`src/rtl/sram_readback_if.sv`:
```
// Command, SRAM and FT240X signal bundle for the readback engine.
// master: the engine itself; slave: command decoder, SRAM and FIFO side.
interface sram_readback_if #(
    parameter int ADDR_W = 18,
    parameter int CNT_W  = 8
);
    logic              start;
    logic              abort;
    logic [ADDR_W-1:0] start_addr;
    logic [CNT_W-1:0]  word_count;
    logic              busy;
    logic              done;
    logic [ADDR_W-1:0] sram_addr;
    logic              sram_nOE;
    logic              sram_nUB;
    logic              sram_nLB;
    logic [15:0]       sram_data;
    logic [7:0]        ft_d_out;
    logic              ft_d_oe;
    logic              ft_nWR;
    logic              ft_TXE;

    modport master (
        input  start, abort, start_addr, word_count,
        input  sram_data, ft_TXE,
        output busy, done, sram_addr,
        output sram_nOE, sram_nUB, sram_nLB,
        output ft_d_out, ft_d_oe, ft_nWR
    );

    modport slave (
        output start, abort, start_addr, word_count,
        output sram_data, ft_TXE,
        input  busy, done, sram_addr,
        input  sram_nOE, sram_nUB, sram_nLB,
        input  ft_d_out, ft_d_oe, ft_nWR
    );
endinterface

```
`src/rtl/sram_readback.sv`:
```
// SRAM-to-FT240X readback engine, words sent high byte first.
// READBACK_CHECKSUM_EN appends a mod-256 byte sum after the block.
module sram_readback #(
    parameter int ADDR_W    = 18,
    parameter int CNT_W     = 8,
    parameter int SRAM_WAIT = 1,
    parameter int WR_PULSE  = 2
) (
    input  logic            clk24MHz,
    input  logic            reset,
    sram_readback_if.master bus
);
    typedef enum logic [3:0] {
        IDLE, SRAM_RD,
        WAIT_H, WR_H, HOLD_H,
        WAIT_L, WR_L, HOLD_L,
        NEXT
`ifdef READBACK_CHECKSUM_EN
        , WAIT_C, WR_C, HOLD_C
`endif
    } state_t;

    localparam logic [1:0]      RD_LAST = 2'(SRAM_WAIT);
    localparam logic [1:0]      WR_LAST = 2'(WR_PULSE - 1);
    localparam logic [CNT_W:0]  CNT_ONE = (CNT_W+1)'(1);
    localparam logic [ADDR_W-1:0] ADDR_ONE = ADDR_W'(1);

    state_t            state, state_nx;
    logic [ADDR_W-1:0] addr;
    logic [CNT_W:0]    cnt;
    logic [15:0]       data;
    logic [1:0]        tmr;
    logic              last;
    logic              in_h, in_l, in_c;
    logic              wr, fin;
`ifdef READBACK_CHECKSUM_EN
    logic [7:0]        csum;
`endif

    assign last = (cnt == CNT_ONE);

    always_ff @(posedge clk24MHz) begin
        if (reset) begin
            state <= IDLE;
            addr  <= '0;
            cnt   <= '0;
            data  <= '0;
            tmr   <= '0;
`ifdef READBACK_CHECKSUM_EN
            csum  <= '0;
`endif
        end else begin
            state <= state_nx;
            tmr   <= (state_nx == state) ? tmr + 2'd1 : 2'd0;
            if (state == IDLE && state_nx == SRAM_RD) begin
                addr <= bus.start_addr;
                // a zero count means a full 2^CNT_W block
                cnt  <= (bus.word_count == '0) ?
                        {1'b1, {CNT_W{1'b0}}} :
                        {1'b0, bus.word_count};
`ifdef READBACK_CHECKSUM_EN
                csum <= '0;
`endif
            end
            if (state == SRAM_RD && state_nx == WAIT_H)
                data <= bus.sram_data;
            if (state == NEXT) begin
                addr <= addr + ADDR_ONE;
                cnt  <= cnt - CNT_ONE;
            end
`ifdef READBACK_CHECKSUM_EN
            if (state == HOLD_H) csum <= csum + data[15:8];
            if (state == HOLD_L) csum <= csum + data[7:0];
`endif
        end
    end

    always_comb begin
        state_nx = state;
        unique case (state)
            IDLE:    if (bus.start && !bus.abort) state_nx = SRAM_RD;
            SRAM_RD: if (tmr == RD_LAST) state_nx = WAIT_H;
            WAIT_H:  if (!bus.ft_TXE) state_nx = WR_H;
            WR_H:    if (tmr == WR_LAST) state_nx = HOLD_H;
            HOLD_H:  state_nx = WAIT_L;
            WAIT_L:  if (!bus.ft_TXE) state_nx = WR_L;
            WR_L:    if (tmr == WR_LAST) state_nx = HOLD_L;
            HOLD_L:  state_nx = NEXT;
`ifdef READBACK_CHECKSUM_EN
            NEXT:    state_nx = last ? WAIT_C : SRAM_RD;
            WAIT_C:  if (!bus.ft_TXE) state_nx = WR_C;
            WR_C:    if (tmr == WR_LAST) state_nx = HOLD_C;
            HOLD_C:  state_nx = IDLE;
`else
            NEXT:    state_nx = last ? IDLE : SRAM_RD;
`endif
            default: state_nx = IDLE;
        endcase
        if (state != IDLE && bus.abort) state_nx = IDLE;
    end

    assign in_h = (state inside {WAIT_H, WR_H, HOLD_H});
    assign in_l = (state inside {WAIT_L, WR_L, HOLD_L});
`ifdef READBACK_CHECKSUM_EN
    assign in_c = (state inside {WAIT_C, WR_C, HOLD_C});
    assign wr   = (state inside {WR_H, WR_L, WR_C});
    assign fin  = (state == HOLD_C);
`else
    assign in_c = 1'b0;
    assign wr   = (state inside {WR_H, WR_L});
    assign fin  = (state == NEXT) && last;
`endif

    assign bus.done     = fin && !bus.abort;
    assign bus.busy     = (state != IDLE) && !bus.done;
    assign bus.sram_addr = addr;
    assign bus.sram_nOE = (state != SRAM_RD);
    assign bus.sram_nUB = (state != SRAM_RD);
    assign bus.sram_nLB = (state != SRAM_RD);
    assign bus.ft_d_oe  = in_h | in_l | in_c;
    assign bus.ft_nWR   = !wr;

    always_comb begin
        bus.ft_d_out = 8'h00;
        unique case (1'b1)
            in_h:    bus.ft_d_out = data[15:8];
            in_l:    bus.ft_d_out = data[7:0];
`ifdef READBACK_CHECKSUM_EN
            in_c:    bus.ft_d_out = csum;
`endif
            default: ;
        endcase
    end
endmodule

```
`src/flat_wrapper.sv`:
```
// flat-port wrapper written by rule: the top's interface ports become plain ports
module sram_readback_flat 
#(
    parameter int ADDR_W    = 18,
    parameter int CNT_W     = 8,
    parameter int SRAM_WAIT = 1,
    parameter int WR_PULSE  = 2
)
  (clk24MHz, reset, bus_start, bus_abort, bus_start_addr, bus_word_count, bus_sram_data, bus_ft_TXE, bus_busy, bus_done, bus_sram_addr, bus_sram_nOE, bus_sram_nUB, bus_sram_nLB, bus_ft_d_out, bus_ft_d_oe, bus_ft_nWR);
  sram_readback_if #(.ADDR_W(ADDR_W), .CNT_W(CNT_W)) bus_i ();
  input  logic clk24MHz;
  input  logic reset;
  input wire logic [$bits(bus_i.start)-1:0] bus_start;
  input wire logic [$bits(bus_i.abort)-1:0] bus_abort;
  input wire logic [$bits(bus_i.start_addr)-1:0] bus_start_addr;
  input wire logic [$bits(bus_i.word_count)-1:0] bus_word_count;
  input wire logic [$bits(bus_i.sram_data)-1:0] bus_sram_data;
  input wire logic [$bits(bus_i.ft_TXE)-1:0] bus_ft_TXE;
  output wire logic [$bits(bus_i.busy)-1:0] bus_busy;
  output wire logic [$bits(bus_i.done)-1:0] bus_done;
  output wire logic [$bits(bus_i.sram_addr)-1:0] bus_sram_addr;
  output wire logic [$bits(bus_i.sram_nOE)-1:0] bus_sram_nOE;
  output wire logic [$bits(bus_i.sram_nUB)-1:0] bus_sram_nUB;
  output wire logic [$bits(bus_i.sram_nLB)-1:0] bus_sram_nLB;
  output wire logic [$bits(bus_i.ft_d_out)-1:0] bus_ft_d_out;
  output wire logic [$bits(bus_i.ft_d_oe)-1:0] bus_ft_d_oe;
  output wire logic [$bits(bus_i.ft_nWR)-1:0] bus_ft_nWR;
  assign bus_i.start = bus_start;
  assign bus_i.abort = bus_abort;
  assign bus_i.start_addr = bus_start_addr;
  assign bus_i.word_count = bus_word_count;
  assign bus_i.sram_data = bus_sram_data;
  assign bus_i.ft_TXE = bus_ft_TXE;
  assign bus_busy = bus_i.busy;
  assign bus_done = bus_i.done;
  assign bus_sram_addr = bus_i.sram_addr;
  assign bus_sram_nOE = bus_i.sram_nOE;
  assign bus_sram_nUB = bus_i.sram_nUB;
  assign bus_sram_nLB = bus_i.sram_nLB;
  assign bus_ft_d_out = bus_i.ft_d_out;
  assign bus_ft_d_oe = bus_i.ft_d_oe;
  assign bus_ft_nWR = bus_i.ft_nWR;
  sram_readback #(.ADDR_W(ADDR_W), .CNT_W(CNT_W), .SRAM_WAIT(SRAM_WAIT), .WR_PULSE(WR_PULSE)) u_core (.clk24MHz(clk24MHz), .reset(reset), .bus(bus_i));
endmodule
```
`config.mk`:
```
export PLATFORM = sky130hd
export DESIGN_NAME = sram_readback_flat
export DESIGN_NICKNAME = d
export VERILOG_FILES = /design/src/rtl/sram_readback_if.sv /design/src/rtl/sram_readback.sv /design/src/flat_wrapper.sv
export SDC_FILE = /design/constraint.sdc
export NUM_CORES = 1
export LEC_CHECK = 0
export BUFFER_PORTS_ARGS = -buffer_cell sky130_fd_sc_hd__buf_2
export CORE_ASPECT_RATIO = 0.7
export CORE_UTILIZATION = 35
export DETAILED_ROUTE_END_ITERATION = 12
export SYNTH_ARGS = -nofsm -noshare
export SYNTH_HDL_FRONTEND = slang
export SYNTH_SLANG_ARGS = --single-unit
```
`constraint.sdc`:
```
create_clock -name clk24MHz -period 5.5 [get_ports clk24MHz]
set_input_delay 0.55 -clock clk24MHz [delete_from_list [all_inputs] [get_ports clk24MHz]]
set_output_delay 0.55 -clock clk24MHz [all_outputs]
set_load 0.05 [all_outputs]
```
* Yosys cells after proc, flatten, opt, wreduce, memory -nomap -nowiden
Cells that the tools add are included.
Word-level totals: register bits after elaboration 49, latch bits 0, bits in writable memories 0, memory bits (read-only) 0, input bits 47, output and inout port bits 33, memories 0
Operators by class: add/sub/neg operators 3, multipliers 0, div/mod/pow operators 0, order comparisons 0, eq/ne operators 14, shift-type cells 0, multiplexer cells 15, bitwise operators 2, reduce and logical (&&, ||, !) cells 18
Operator list (count):
- 18-bit two-way mux | 2
- 4-bit case mux with 9 select lines | 1
- 4-bit two-way mux | 7
- 9-bit two-way mux | 3
- 18-bit by 1-bit adder with 18-bit output, second input constant | 1
- 4-bit by 3-bit equality test with 1-bit output, second input constant | 4
- 8-bit case mux with 2 select lines | 1
- 4-bit by 2-bit equality test with 1-bit output, second input constant | 3
- 9-bit by 1-bit equality test with 1-bit output, second input constant | 1
- 9-bit by 1-bit subtractor with 9-bit output, second input constant | 1
- 4-bit by 1-bit equality test with 1-bit output, second input constant | 2
- 8-bit logical NOT | 1
- 1-bit logical AND | 7
- 3-bit nonzero test | 2
- 4-bit equality test | 1
- 4-bit equality test, second input constant | 1
- 4-bit logical NOT | 1
- 4-bit by 1-bit inequality test with 1-bit output, second input constant | 1
- 2-bit nonzero test | 2
- 4-bit nonzero test | 1
- 1-bit logical NOT | 3
- 2-bit by 1-bit adder with 2-bit output, second input constant | 1
- 2-bit by 1-bit equality test with 1-bit output, second input constant | 1
- 2-bit OR reduction | 1
- other kinds (3) | 3

* Longest topological paths before layout
Gate-level depths: netlist of the first run.
depth in word-level cells 9, depth in mapped cells 8

* Worst setup path after synthesis of the first run
OpenSTA, ideal clock, no wires.
kind reg-to-output, start reg u_core.state[2], end out bus_done, data arrival time 2312 ps, path slack 2638 ps, stages on the path, launching flop included 6, cells stage by stage dfxtp_1 > buf_6 > or4b_1 > buf_2 > clkbuf_1 > nor3_1
On the way: longest elaborated chain between the ends 3
Ends and longest elaborated chain:
- start: declaration | line sram_readback.sv:28 | state_t state, state_nx;
- start signal: assignment | line sram_readback.sv:53 | state <= state_nx;
- 4-bit equality test | line sram_readback.sv:111 | assign fin = (state == NEXT) && last;
- 1-bit logical AND | line sram_readback.sv:111
- 1-bit logical AND | line sram_readback.sv:114 | assign bus.done = fin && !bus.abort;
- end: declaration | line flat_wrapper.sv:20 | output wire logic [$bits(bus_i.done)-1:0] bus_done;
Every way passes these cells.

* Worst setup path after layout of the first run
start reg u_core.state[3], end out bus_done
Same word-level chain as after synthesis.

==> metrics.txt, run 1 <==
Vias=just under 3k; Clock Sinks=49; top_reg_cell synth=dfxtp_1; post-synthesis mux area share=0.0566; HP Class=reg2reg; final instance area=3380 um^2; net count of the finished layout=about 480; commonest non-fill, non-tap cell in the layout=buf_2; CORE AREA=between 7000 and 8000 um^2; Initial Util=0.361; H-tree levels=2; net switching power figure=roughly 270 uW; Worst EP required=between 4000 and 5000 ps; xor/xnor share of the synthesized area=0.0124; Worst-Margin Slew=about 1100 ps; CP arrival=about 2400 ps; antenna viol nets, final=0; Longest Clk Path Bufs=2; share of cells above drive strength 1=0.223; syn_nets=415; Synth Area in Adders=0.0177; Final Hold Fails=0; Compound-Gate Fraction of Synth Area=0.244; Clock Latency Late Sink=around 290 ps; sw frac=0.303; power after layout=just under 900 uW; Mean Syn Cell Area=between 7 and 8 um^2; Post-synth EDFFs=0; flop and latch count out of synthesis=slightly below 50; num rows=27; Post-Synth Simple-Gate Area=0.260; DR iter-0 viols=between 200 and 250; # IOs=80; Reg power frac=0.444; # hold bufs at CTS=0; commonest cells after routing, fill and taps aside=79 x buf_2, 54 x nor2_1, 49 x dfxtp_1, 37 x a21oi_1, 26 x nand2_1; peak supply drop=137 uV; placed cell area=~3200 um^2; RSZ-0062 raised after global routing=false; max-cap check violation count=0; dpl hpwl=roughly 5500 um; crit-path max FO=35; largest family of logic cells by synthesized area=simple AND/OR/NAND/NOR gates; slowest cell on the critical path=dfxtp_1; post-CTS sizing=0; DRT Pass-1 Iters=5; Cell Pwr Density=265 nW/um^2; Post-Synthesis Cells=roughly 360; Ys Warns=0; vias in the first global route=roughly 2.5k; Placed Instances=a little over 500; Root Driver=clkbuf_16; internal power=about 620 uW; Worst path max stage delay=approximately 760 ps; setup TNS=0 ps; combinational share of power=0.188; area grow syn2layout=19.4%; Final GP Congestion=0.811; Total Wirelength=approximately 7700 um; period utilisation layout=0.531; Netlist cell types=54; Crit Path Class=reg2out; die span in x=about 110 um; first-pass GRT wire length=12500 um; CTS clock-pin slew for the worst setup and hold paths=around 60 ps; GRT Total Usage=0.187; WL/cell=approximately 15 um; Worst slew margin=0.254; FMAX=~340 MHz; CTS tree=built; sequential element share of the synthesized area=0.347; status=finished, final reports clean; Worst setup SP type=register; Final setup viols=0; pin count of the biggest net entering global routing=47; Die ar.=8450 um^2; CP endpoint kind=output pin; Leak=approximately 1.3 nW; Clk network pwr share=0.368; GR Overflow Total=0; max-slew violations=0; die height=roughly 77 um; input/output buffers=around 80; DRC=0; post-CTS setup buffer count=0; Synth async-reset ratio=0; via density per instance=approximately 5.5; Period minus WS final=between 2000 and 3000 ps; crit-path cells=or4b_1 -> buf_4 -> nor3_1 -> buf_2; Worst Skew=~7.6 ps; TritonCTS buffer count=5; final non-filler cell total=roughly 530; synthesized area=approximately 2800 um^2; n_diodes=0; initial antenna violation count=0
==> metrics by stage <==
stage                     utilization  hold slack, ps  setup WS, ps
after floorplan                     -             400          2640
after global placement          0.411             408          2890
after detailed placement        0.411             419          2840
after CTS                       0.431             433          2540
after global routing            0.431             446          2350
final                           0.431             430          2580
==> per-layer routing <==
| layer | wire length, um | vias up | share of wire | global-route usage |
|---|---|---|---|---|
| li1 | - | 1450 | - | - |
| met1 | 3910 | 1354 | 0.51 | 0.287 |
| met2 | 3300 | 101 | 0.43 | 0.265 |
| met3 | 454 | 7 | 0.059 | 0.0306 |
| met4 | 71 | 0 | 0.0092 | 0.0493 |
| met5 | 0 | - | 0 | 0 |
==> registers in the layout, indices dropped and copies added (netlist names) <==
register,count
u_core.state,4
u_core.tmr,2
u_core.cnt,9
u_core.bus.sram_addr,18
u_core.data,16
==> layout make-up <==
cell class | count | area (um^2)
clock buffer | 7 | 153
clock inverter | 1 | 5.00
fill | 814 | 4460
inverter | 8 | 30.0
multi-input combinational | 280 | 1670
sequential | 49 | 981
tap | 101 | 126
timing repair buffer | 81 | 410
==> Yosys cell counts (all sizes together), types with 2 or more instances <==
cell type  instances  area (um^2)
and3b              2         17.5
nor3              11         71.3
a311oi             3         26.3
a22oi              4         30.0
or3                4         25.0
nand2             26         97.6
nor2b              3         18.8
a31oi              9         56.3
ha                 4         50.1
a32oi              2         17.5
a21oi             37          185
o211ai             3         22.5
nor3b              6         45.0
nand3             10         50.1
o21ai             26          130
inv                7         26.3
nand2b             3         18.8
mux2i             16          160
buf               13         93.8
nor4b              2         17.5
a2bb2oi            2         17.5
nor4               6         52.6
xor2               4         35.0
and3               6         37.5
nor2              54          203
dfxtp             49          981
a211oi            10         75.1
o221ai             2         17.5
nand4              4         25.0
and2               2         12.5
clkbuf            14         52.6
o22ai              4         25.0
==> kinds of logic after synthesis <==
logic type      Yosys count
flops                    49
fa+ha+maj                 4
simple gates            144
buf+inv                  35
xor+xnor                  4
compound gates          112
mux                      16
==> worst paths after layout <==
| path | slack (ps) | depth (start not counted) | from | to |
|---|---|---|---|---|
| worst max-delay path | 2580 | 4 | u_core.state[3] | bus_done |
| worst min-delay path | 430 | 1 | u_core.tmr[0] | u_core.tmr[0] |
| worst max register to register | 2790 | 5 | u_core.state[1] | u_core.cnt[3] |
| worst min register to register | 430 | 1 | u_core.tmr[0] | u_core.tmr[0] |
==> power by group through the flow <==
stage | clock network, mW | logic, mW | registers [mW]
4_1_cts | 0.333 | 0.168 | 0.396
6_report | 0.329 | 0.168 | 0.397
3_3_place_gp | 0 | 0.166 | 0.403
3_5_place_dp | 0 | 0.167 | 0.404
2_1_floorplan | 0 | 0.101 | 0.424
5_1_grt | 0.346 | 0.183 | 0.400
==> worst max-delay path: cells and delay by family (launching register included) <==
| family | cells | cell delay, ps |
|---|---|---|
| buffers and inverters | 2 | 570 |
| DFF | 1 | 760 |
| and+or+nand+nor | 2 | 760 |
(Power assumes the default switching activity.)
==> inputs of run 2 (changes only) <==
ABC_AREA = 1   (was unset)
clock period = 2.7 ns   (was 5.5 ns; I/O delays follow)
==> run 2 against run 1 <==
  * Die area rose by 2.3%
  * Core utilization rose by 0.70 points
  * Critical path depth did not move
  * Clock-buffer cell count fell by 2
  * Via count rose by 5.3%
  * Largest cell class unchanged
  * Sequential cell count did not move
  * Global-route usage fell by 0.26 points
  * First-iteration DRC count fell by 29%
  * Sequential power rose by 110%
  * Cell count rose by 13%
  * Critical path type unchanged
  * Clock power rose by 97%
==> metrics.txt, run 2 <==
setup TNS=0 ps (unchanged); DRC=0 (unchanged); # hold bufs at CTS=0 (unchanged); met1 usage=0.276 (was 0.287); Die ar.=8640 um^2 (was 8450 um^2); Crit Path Class=reg2out (unchanged); share of cells above drive strength 1=0.211 (was 0.223); Worst Skew=7.38 ps (was 7.63 ps); commonest cells after routing, fill and taps aside=79 x buf_2, 75 x nand2_1, 59 x inv_1, 49 x dfxtp_1, 39 x nor2_1 (was 79 x buf_2, 54 x nor2_1, 49 x dfxtp_1, 37 x a21oi_1, 26 x nand2_1); Netlist cell types=41 (was 54); Total Wirelength=7850 um (was 7740 um); GR Overflow Total=0 (unchanged); RSZ-0062 raised after global routing=false (unchanged); pin count of the biggest net entering global routing=36 (was 47); max-cap check violation count=0 (unchanged); DRT Pass-1 Iters=4 (was 5); Clock Latency Late Sink=290 ps (about the same); initial antenna violation count=0 (unchanged); max-slew violations=0 (unchanged); via density per instance=5.13 (was 5.53); Root Driver=clkbuf_16 (unchanged); Synth top cells by count=75 x nand2_1, 59 x inv_1, 49 x dfxtp_1, 39 x nor2_1, 33 x nand3_1 (was 54 x nor2_1, 49 x dfxtp_1, 37 x a21oi_1, 26 x nand2_1, 25 x o21ai_0); Leak=1.58 nW (was 1.34 nW); Period minus WS final=around 2400 ps; flop and latch count out of synthesis=49 (unchanged); num rows=27 (unchanged); syn_nets=476 (was 415); power after layout=1.94 mW (was 894 uW); die height=78.1 um (was 77.2 um); vias in the first global route=2669 (was 2545); Longest Clk Path Bufs=2 (unchanged); Ys Warns=0 (unchanged); Clock Sinks=49 (unchanged); post-CTS sizing=0 (unchanged); die span in x=111 um (was 109 um); Final GP Congestion=0.846 (was 0.811); Final Hold Fails=0 (unchanged); input/output buffers=79 (unchanged); crit-path max FO=10 (was 35); Worst setup SP type=register (unchanged); CTS tree=built (unchanged); DR iter-0 viols=155 (was 219); CORE AREA=7940 um^2 (was 7840 um^2); GRT Total Usage=0.185 (was 0.187); grt peak-use layer=met1 (unchanged); met3 usage=0.0378 (was 0.0306); CP arrival=2130 ps (was 2370 ps); Final setup viols=0 (unchanged); area grow syn2layout=20.1% (was 19.4%); status=finished, final reports clean (unchanged); net count of the finished layout=547 (was 476); HP Class=in2reg (was reg2reg); top_reg_cell synth=dfxtp_1 (unchanged); synth top area cells=dfxtp_1 34%, nand2_1 9.7%, inv_1 7.7%, nand3_1 5.7%, a21oi_1 5.5% (was dfxtp_1 35%, nor2_1 7.2%, a21oi_1 6.5%, mux2i_1 5.7%, o21ai_0 4.4%); top-count cell post-synth=nand2_1 (was nor2_1); WL/cell=13.1 um (was 14.7 um); antenna viol nets, final=0 (unchanged); n_diodes=0 (unchanged); CP endpoint kind=output pin (unchanged); Synth area leader=dfxtp_1 (unchanged); synthesized area=2890 um^2 (was 2830 um^2); commonest non-fill, non-tap cell in the layout=buf_2 (unchanged); met2 usage=0.263 (was 0.265); Mean Syn Cell Area=6.81 um^2 (was 7.77 um^2); peak supply drop=249 uV (was 137 uV); Initial Util=0.365 (was 0.361); Worst EP required=2430 ps (was 4950 ps); Worst-Margin Slew=947 ps (was 1110 ps); Post-synth EDFFs=0 (unchanged); # IOs=80 (unchanged); TritonCTS buffer count=5 (unchanged); Cell Pwr Density=558 nW/um^2 (was 265 nW/um^2); CTS clock-pin slew for the worst setup and hold paths=70 ps (was 60 ps); Worst slew margin=0.368 (was 0.254); Synth async-reset ratio=0 (unchanged); first-pass GRT wire length=12900 um (was 12500 um); sequential element share of the synthesized area=0.339 (was 0.347); period utilisation layout=0.889; Core Util, Final=0.438 (was 0.431); dpl hpwl=5720 um (was 5500 um); post-CTS setup buffer count=0 (unchanged); Largest register FFs=18 (unchanged); Post-Synthesis Cells=425 (was 364); Vias=3065 (was 2912); H-tree levels=2 (unchanged); share of the synthesized area in the top cell type=0.339 (was 0.347); FMAX=approximately 420 MHz
[run 2: through the flow]
stage	std cells	cell area, um^2	hold slack (ps)	worst slack (ps)
2_1_floorplan	425	2890	349	366
3_3_place_gp	590	3320	407	748
3_5_place_dp	590	3320	414	682
4_1_cts	598	3470	229	358
5_1_grt	598	3470	235	244
6_report	598	3470	243	299
[run 2: where the power goes]
group	internal, mW	leakage, nW	switching, mW
Clock	0.349	0.0704	0.298
Combinational	0.140	1.11	0.322
Sequential	0.773	0.400	0.0554
Total	1.26	1.58	0.676
[run 2: final cells by class]
cell class,count,area (um^2)
Fill cell,870,4460
Multi-Input combinational cell,297,1570
Sequential cell,49,981
Timing Repair Buffer,82,418
Inverter,61,229
Tap cell,101,126
Clock buffer,5,125
Clock inverter,3,25.0
[run 2: final timing paths]
| kind | to | slack, ps | start | depth (start not counted) |
|---|---|---|---|---|
| worst max-delay path | bus_ft_d_out[1] | 300 | u_core.state[3] | 4 |
| worst min-delay path | u_core.bus.sram_addr[5] | 240 | bus_start_addr[5] | 3 |
| worst max register to register | u_core.data[0] | 680 | u_core.state[1] | 9 |
| worst min register to register | u_core.tmr[0] | 420 | u_core.tmr[0] | 1 |
[run 2: kinds of logic after synthesis]
family	count (synthesis)	share of synthesized area
xor gates and xnor gates	7	0.0212
buffers and inverters	79	0.118
and+or+nand+nor	178	0.290
DFF	49	0.339
AOI/OAI and AO/OA	108	0.214
adders and majority gates	4	0.0173
[run 2: layer usage]
layer	routed length, um	share of wire	up-vias
met1	4130	0.53	1408
met2	3210	0.41	84
met5	0	0	-
met4	49	0.0062	0
li1	-	-	1567
met3	458	0.058	6
[run 2: worst max-delay path: stages, from the launching register on]
cell,delay [ps]
dfxtp_1,500
nor2_4,140
a22oi_1,780
o22ai_1,150
buf_2,260
